## src/rtl/pzvbus_arbiter_pkg.sv

```systemverilog
// Shared types for the pzvbus grant arbiter.
// Selects the arbitration policy used by pzvbus_grant_arbiter.
package pzvbus_arbiter_pkg;

  typedef enum logic {
    PZVBUS_ARB_FIXED       = 1'b0,
    PZVBUS_ARB_ROUND_ROBIN = 1'b1
  } pzvbus_arb_mode;

endpackage

```

## src/rtl/pzvbus_arbiter_pick.sv

```systemverilog
// Combinational one-hot picker: lowest set bit of (req & mask), falling back
// to the lowest set bit of req when nothing survives the mask.
module pzvbus_arbiter_pick #(
  parameter int unsigned SLAVES = 2
) (
  input  logic [SLAVES-1:0] i_req,
  input  logic [SLAVES-1:0] i_mask,
  output logic [SLAVES-1:0] o_grant
);

  localparam logic [SLAVES-1:0] ONE = SLAVES'(1);

  logic [SLAVES-1:0] masked;
  logic [SLAVES-1:0] sel;

  assign masked  = i_req & i_mask;
  assign sel     = (masked != '0) ? masked : i_req;
  // Two's-complement isolate of the lowest set bit.
  assign o_grant = sel & (~sel + ONE);

endmodule

```

## src/rtl/pzvbus_grant_arbiter.sv

```systemverilog
// Grant arbiter feeding the pzvbus one-hot mux select: grants combinationally
// when free, then holds the grant until the transfer (or packet) completes.
module pzvbus_grant_arbiter
  import pzvbus_arbiter_pkg::*;
#(
  parameter int unsigned    SLAVES      = 2,
  parameter pzvbus_arb_mode MODE        = PZVBUS_ARB_FIXED,
  parameter bit             PACKET_LOCK = 1'b0
) (
  input  logic              i_clk,
  input  logic              i_rst,
  input  logic [SLAVES-1:0] i_request,
  input  logic              i_ack,
  input  logic              i_last,
  output logic [SLAVES-1:0] o_grant,
  output logic              o_busy
);

  typedef enum logic {
    ST_FREE   = 1'b0,
    ST_LOCKED = 1'b1
  } state_e;

  localparam logic [SLAVES-1:0] ALL_ONES = '1;
  localparam logic [SLAVES-1:0] ONE      = SLAVES'(1);

  state_e            state_q, state_d;
  logic [SLAVES-1:0] grant_q, grant_d;
  logic [SLAVES-1:0] rr_mask_q, rr_mask_d;
  logic [SLAVES-1:0] pick_mask, pick_grant, gnt, thermo;
  logic              rel;

  assign rel       = i_ack & (!PACKET_LOCK | i_last);
  assign pick_mask = (MODE == PZVBUS_ARB_ROUND_ROBIN) ? rr_mask_q : ALL_ONES;

  pzvbus_arbiter_pick #(
    .SLAVES (SLAVES)
  ) u_pick (
    .i_req   (i_request),
    .i_mask  (pick_mask),
    .o_grant (pick_grant)
  );

  always_comb begin
    state_d   = state_q;
    grant_d   = grant_q;
    rr_mask_d = rr_mask_q;
    gnt       = '0;
    thermo    = '0;
    if (state_q == ST_FREE) begin
      gnt = pick_grant;
      if ((pick_grant != '0) && !rel) begin
        state_d = ST_LOCKED;
        grant_d = pick_grant;
      end
    end else begin
      gnt = grant_q;
      if (rel) begin
        state_d = ST_FREE;
        grant_d = '0;
      end
    end
    // Pointer moves just past the completed grant; granting the top index wraps.
    if ((MODE == PZVBUS_ARB_ROUND_ROBIN) && rel && (gnt != '0)) begin
      thermo    = ~((gnt << 1) - ONE);
      rr_mask_d = (thermo == '0) ? ALL_ONES : thermo;
    end
  end

  assign o_grant = i_rst ? '0 : gnt;
  assign o_busy  = (state_q == ST_LOCKED) && !i_rst;

  always_ff @(posedge i_clk) begin
    if (i_rst) begin
      state_q   <= ST_FREE;
      grant_q   <= '0;
      rr_mask_q <= ALL_ONES;
    end else begin
      state_q   <= state_d;
      grant_q   <= grant_d;
      rr_mask_q <= rr_mask_d;
    end
  end

  // Grant of a locked, uncompleted cycle must reappear unchanged next cycle.
  logic              hold_chk_q;
  logic [SLAVES-1:0] prev_grant_q;

  always_ff @(posedge i_clk) begin
    if (i_rst) begin
      hold_chk_q   <= 1'b0;
      prev_grant_q <= '0;
    end else begin
      assert ($onehot0(o_grant));
      if (hold_chk_q) begin
        assert (o_grant == prev_grant_q);
      end
      hold_chk_q   <= (state_q == ST_LOCKED) && !rel;
      prev_grant_q <= o_grant;
    end
  end

  cover property (@(posedge i_clk) !i_rst && i_ack && (o_grant == '0));
  cover property (@(posedge i_clk) !i_rst && (state_q == ST_LOCKED) && ((i_request & grant_q) == '0));

endmodule

```

## config.mk

```make
export PLATFORM = sky130hd
export DESIGN_NAME = pzvbus_grant_arbiter
export DESIGN_NICKNAME = d
export VERILOG_FILES = /design/src/rtl/pzvbus_arbiter_pkg.sv /design/src/rtl/pzvbus_arbiter_pick.sv /design/src/rtl/pzvbus_grant_arbiter.sv
export SDC_FILE = /design/constraint.sdc
export NUM_CORES = 1
export LEC_CHECK = 0
export ABC_AREA = 1
export CAP_MARGIN = 15
export CELL_PAD_IN_SITES_DETAIL_PLACEMENT = 1
export CELL_PAD_IN_SITES_GLOBAL_PLACEMENT = 2
export CORE_AREA = 2 2 39 41
export CTS_BUF_LIST = sky130_fd_sc_hd__clkbuf_8
export DETAILED_ROUTE_END_ITERATION = 8
export DIE_AREA = 0 0 41 43
export PLACE_DENSITY = 0.65
export SLEW_MARGIN = 40
export SYNTH_ARGS = -nofsm -noshare
export SYNTH_HDL_FRONTEND = slang
export SYNTH_SLANG_ARGS = --single-unit
```

## constraint.sdc

```tcl
create_clock -name i_clk -period 0.85 [get_ports i_clk]
set_input_delay 0.085 -clock i_clk [delete_from_list [all_inputs] [get_ports i_clk]]
set_output_delay 0.085 -clock i_clk [all_outputs]
set_load 0.02 [all_outputs]
```

==> results of run 1 <==
power breakdown:
group | internal [µW] | switching [µW] | total, µW
Combinational | 66.3 | 63.4 | 130
Clock | 307 | 91.1 | 398
Sequential | 149 | 7.51 | 156
worst reg2reg max path: stages, from the launching register on:
cell and delay (ns):
dfxtp_4 0.35, buf_4 0.14, buf_6 0.12, nor2_4 0.11, nand2_2 0.07, nand4_1 0.10, o21ai_2 0.06
final cells by class:
cell class,instances,area (µm²),area share
timing repair buffer,15,129,0.322
tap,16,20.0,0.0500
multi-input combinational,17,125,0.313
clock buffer,3,41.3,0.103
inverter,4,17.5,0.0438
sequential,3,63.8,0.159
clock inverter,1,3.75,0.00938
synthesized netlist by cell type (all sizes together):
cell	instances	area [µm²]
o21ai	1	5.00
nor2	3	21.3
nand4	2	12.5
nand2	7	28.8
a21oi	1	8.76
nand3	1	10.0
o31ai	1	7.51
nor3	1	5.00
dfxtp	3	60.1
inv	4	15.0
kinds of logic (layout without fill, tap and decap cells):
kind of cell	Yosys count	count (layout)	synth area share
buffers and inverters	4	23	0.0863
AND/OR/NAND/NOR	14	14	0.446
flip-flops	3	3	0.345
AO/OA/AOI/OAI	3	3	0.122
flip-flops by register name, summed over array words and instances, names as in the netlist:
signal,cells
grant_q,2
state_q,1
per-layer routing:
layer,vias to the layer above,GRT usage,routed length (µm)
li1,115,-,-
met1,103,0.0932,198
met2,10,0.125,395
met3,2,0.0314,67
met4,0,0.100,15
met5,-,0,0
metrics by stage:
stage | setup TNS (ns) | setup slack (ns)
after global placement | -2.99 | -0.792
after CTS | -0.700 | -0.253
after floorplan | 0 | 0.00368
after global routing | -1.21 | -0.282
after detailed placement | -3.11 | -0.820
final | -0.955 | -0.232
worst paths after layout:
path	from	end	depth (start not counted)
worst min-delay path	i_ack	grant_q[1]$_SDFFE_PP0P_	2
worst min register to register	grant_q[1]$_SDFFE_PP0P_	grant_q[1]$_SDFFE_PP0P_	2
worst max-delay path	state_q$_SDFF_PP0_	o_grant[0]	5
worst max register to register	state_q$_SDFF_PP0_	grant_q[1]$_SDFFE_PP0P_	6
what timing repair did:
action / 4_1_cts / 5_1_grt
setup endpoints to repair: 6 / 6
setup buffers: 0 / 2
hold buffers: 0 / 0
pin swaps: 1 / 3
gates resized for setup: 18 / 7
==> results, run 1 <==
- The critical-path maximum fanout is 3.
- The floorplan step defined a die boundary enclosing 1760 µm².
- The mean instance size in the synthesized netlist is 7.25 µm².
- The count of nets after finishing is 50.
- The wire-length estimate of the detail-placed layout is 486 µm.
- The violation count after the first detailed-routing iteration is 1.
- The routability congestion estimate from global placement is 0.641.
- The clock buffer count from CTS is 3.
- On the final layout, the worst hold slack is 0.207 ns.
- TritonCTS built the clock tree.
- The clock reaches the later pin of the worst-skew pair after 0.21 ns.
- The remaining global-route overflow is 0.
- The effective utilization at floorplan is 0.126.
- VDD sags by at most 0.465 mV.
- At the worst endpoint, the arrival time is 1.00 ns.
- The synthesized design contains 3 register bits.
- The initialized floorplan defines 14 standard-cell rows.
- The via count of the first global-routing pass is 255.
- The remaining antenna violation count after routing is 0.
- The static leakage is 0.000191 µW.
- The Yosys step of the flow raised 0 warnings.
- The measured slew at the worst slew-check pin is 0.266 ns.
- The post-detailed-route via-to-cell ratio is 3.90.
- The chip height is 43 µm.
- The most common library cell in the layout ignoring fill and taps is buf_4.
- The path class of the tightest hold or removal check is input port to flop.
- The final critical-path required period is 1.08 ns.
- CTS placed an instance of clkbuf_8 at the clock tree root.
- The startpoint type of the worst setup path is a flop.
- The clock-pin slew on the worst setup and hold paths is 0.03 ns.
- The number of diodes is 0.
- The final reports fail on negative setup slack.
- Of the cells placed in the final design, the portion with a size suffix greater than 1 is 0.628.
- Entering global routing, the biggest net connects 6 pins.
- In this run, placement finished with an instance count of 54.
- The final hold violation count was 0.
- The count of buffers from port buffering is 7.
- The number of slew-limit violations in the final report is 0.
- The setup check on the worst reg-to-reg path leaves a slack of -0.21 ns.
- The first global-routing pass estimated 986 µm of wire.
- The routed length per instance is 11.5 µm.
- The maximum clock skew at final layout is 0.000537 ns.
- The initial antenna violation count is 0.
- The number of nets in the synthesized netlist is 30.
- The mapped netlist covers 174 µm².
- The floorplan step set the die width to 41 µm.
- Timing would allow up to 0.924 GHz.
- In this run the number of H-tree levels came out at 1.
- The library cell contributing the largest single delay on the critical path is dfxtp_4.
- For this run, design rule violations remaining after detail routing come to 0.
- The number of filler cells placed in the layout is 175.
- The first TritonRoute pass finished after 2 iterations.
- The nature of the critical path endpoint is a primary output.
- Setup violations remaining at the end of the flow were counted as 6.
- The finished layout holds 59 standard cells, fillers aside.
- The category of the critical setup timing path is flop to primary output.
- The worst slew margin relative to its limit is 0.822.
- The final core utilization is 0.289.
- In the finished design, the share of the clock period the worst path needs comes to 1.27.
- The maximum buffer depth of the clock tree is 2.
- The number of clock sinks is 3.
- Once routing completed, OpenROAD measured the worst setup slack at -0.232 ns.
- Counting both buffers and inverters, the worst setup path holds a total of 2.
- Across the run, the number of max-cap violations was 0.
- For this design the top-level I/O count stands at 9.
- The flow ran to the end, but the final reports show violations.
- In this run, distinct cell masters in the synthesized netlist total 14.
- The routed layout has 230 vias.
- Dividing total power by cell area gives a power density of 1710 nW/µm².
- For this block, the routed nets add up to 676 µm of wire.
- The core region is 1380 µm².
- In this run the cell area measured after placement is 328 µm².
- In this design, the largest share of critical-path delay is due to flip-flops.
- Setup repair after global routing could not meet its margin everywhere.
- The delay of the slowest critical-path stage is 0.36 ns.
- The required arrival time at the worst endpoint is 0.76 ns.
- The overall power is 684 µW.
- The top cell types in the final layout, fill and taps aside, are buf_4 (8), nand2_1 (4).
- Synthesis produced 24 cells.
- From synthesis to final layout, the design area changed by 130%.
- For this run, the register share of the synthesized area comes to 0.345.
- The signal on the critical path passes through inv_4, nor2_4, nand2_2, o31ai_2, buf_4.
- The global router's overall resource usage is 0.0904.
- The design area is 400 µm².
(Power assumes the default switching activity.)
==> run 2, diff against run 1 <==
--- a/config.mk
+++ b/config.mk
@@ -14,6 +14,7 @@
 export DETAILED_ROUTE_END_ITERATION = 8
 export DIE_AREA = 0 0 41 43
 export PLACE_DENSITY = 0.65
+export RECOVER_POWER = 100
 export SLEW_MARGIN = 40
 export SYNTH_ARGS = -nofsm -noshare
 export SYNTH_HDL_FRONTEND = slang
==> results of run 2 <==
The final DEF is identical to that of run 1; final timing and power are the same.
==> edit (flow settings as in run 1) <==
The parameter `PACKET_LOCK` goes from 1'b0 to 1'b1.
--- a/src/rtl/pzvbus_grant_arbiter.sv
+++ b/src/rtl/pzvbus_grant_arbiter.sv
@@ -6,5 +6,5 @@
   parameter int unsigned    SLAVES      = 2,
   parameter pzvbus_arb_mode MODE        = PZVBUS_ARB_FIXED,
-  parameter bit             PACKET_LOCK = 1'b0
+  parameter bit             PACKET_LOCK = 1'b1
 ) (
   input  logic              i_clk,
Function: changed (Yosys sat finds a counterexample within 4 cycles, from zero or initial values and one cycle with i_rst high).
==> edit against run 1 <==
- the flow still finishes with violations (negative setup slack)
- critical endpoint is now o_grant[1]
- power rose by 7.6%
- design area rose by 13%
- maximum frequency rose by 0.27%
- worst hold slack improved by 0.20 ns
- routed wire length fell by 7.2%
- worst setup slack improved by 0.0030 ns
- sequential share of layout area fell by 1.8 points
- sequential cell count did not move
- critical path depth fell by 1
- area after synthesis rose by 11%
==> edit: results (changes against run 1) <==
[sta]
setup_viol = 6  ; unchanged
final.setup.worst_slack_ns = -0.229  ; was -0.232 ns
finalSetupTns_ns = -0.815  ; was -0.955 ns

[pwr]
swShare = 0.263  ; was 0.237
p_sw_mw = 0.194  ; was 0.162 mW
leakagePower_nw = 0.224  ; was 0.191 nW
pg_comb_mw = 0.163  ; was 0.130 mW
ir_drop_mv = 0.500  ; was 0.465 mV
p_clk_frac = 0.561  ; was 0.582

[layout]
sh_seq_area = 0.142  ; was 0.159
nMultiInputCombCells = 21  ; was 17
nets = 59  ; was 50
drive_gt1_frac = 0.538  ; was 0.628
clkCellAreaFrac = 0.100  ; was 0.112
multi_input_area_share = 0.347  ; was 0.313
buf_share = 0.294  ; was 0.322
final-instance-count-excl-fill = 68  ; was 59
buffers = 16  ; was 15
inv_count = 8  ; was 4
fill_cells = 173  ; was 175

[place]
dp_hpwl_um = 442  ; was 486 um
io_buffer_count = 8  ; was 7
post-place-ws_ns = -0.783  ; was -0.820 ns
placed_cell_area_um2 = 345  ; was 328 um^2
place_inst = 63  ; was 54
gp_congestion = 0.741  ; was 0.641

[setup_path]
cp_max_fo = 4  ; was 3

[cts]
clock-root-buffer = clkbuf_8  ; unchanged

[run_status]
violations = negative setup slack  ; unchanged
status = finished with violations  ; unchanged

[yosys]
synth_cell_types = 9  ; was 14
synth_commonest_cells = 7 x inv_1, 7 x nand2_1, 7 x nand3_1  ; was 6 x nand2_1, 3 x dfxtp_1, 3 x inv_1
synth_cells = 32  ; was 24
ys_seq_area_frac = 0.312  ; was 0.345
synth_compound_area_frac = 0.0519  ; was 0.122

[global_route]
grt_pass1_wl_um = 1040  ; was 986 um
grt_usage = 0.0982  ; was 0.0904
grt_util_met1 = 0.0990  ; was 0.0932
grt_pass1_vias = 268  ; was 255

[routing]
routed_via_density = 3.88  ; was 3.90
drt_iter0_drc = 3  ; was 1

[edit: timing repair]
action | in CTS | in global routing
hold endpoints to repair | 0 | 0
pin swaps | 5 | 3
gates cloned | 0 | 0
resized for setup | 28 | 7
setup endpoints to repair | 6 | 6
setup buffers | 1 | 1
[edit: worst max-delay path: stages, from the launching register on]
cell and delay, ns:
dfxtp_4 0.36, nor3_4 0.12, nand2_1 0.07, o21ai_1 0.07, buf_4 0.15
[edit: worst paths after layout]
| check | startpoint | endpoint | slack (ns) | cells after the start |
|---|---|---|---|---|
| hold / removal | i_rst | grant_q[0] | 0.40 | 5 |
| setup / recovery | state_q | o_grant[1] | -0.23 | 4 |
| setup reg to reg | state_q | grant_q[1] | -0.10 | 6 |
| hold reg to reg | grant_q[0] | grant_q[0] | 0.54 | 4 |
[edit: layer usage]
layer	part of all wire	routed length, um
met5	0	0
met3	0.059	37
met1	0.38	240
met2	0.49	310
met4	0.061	38
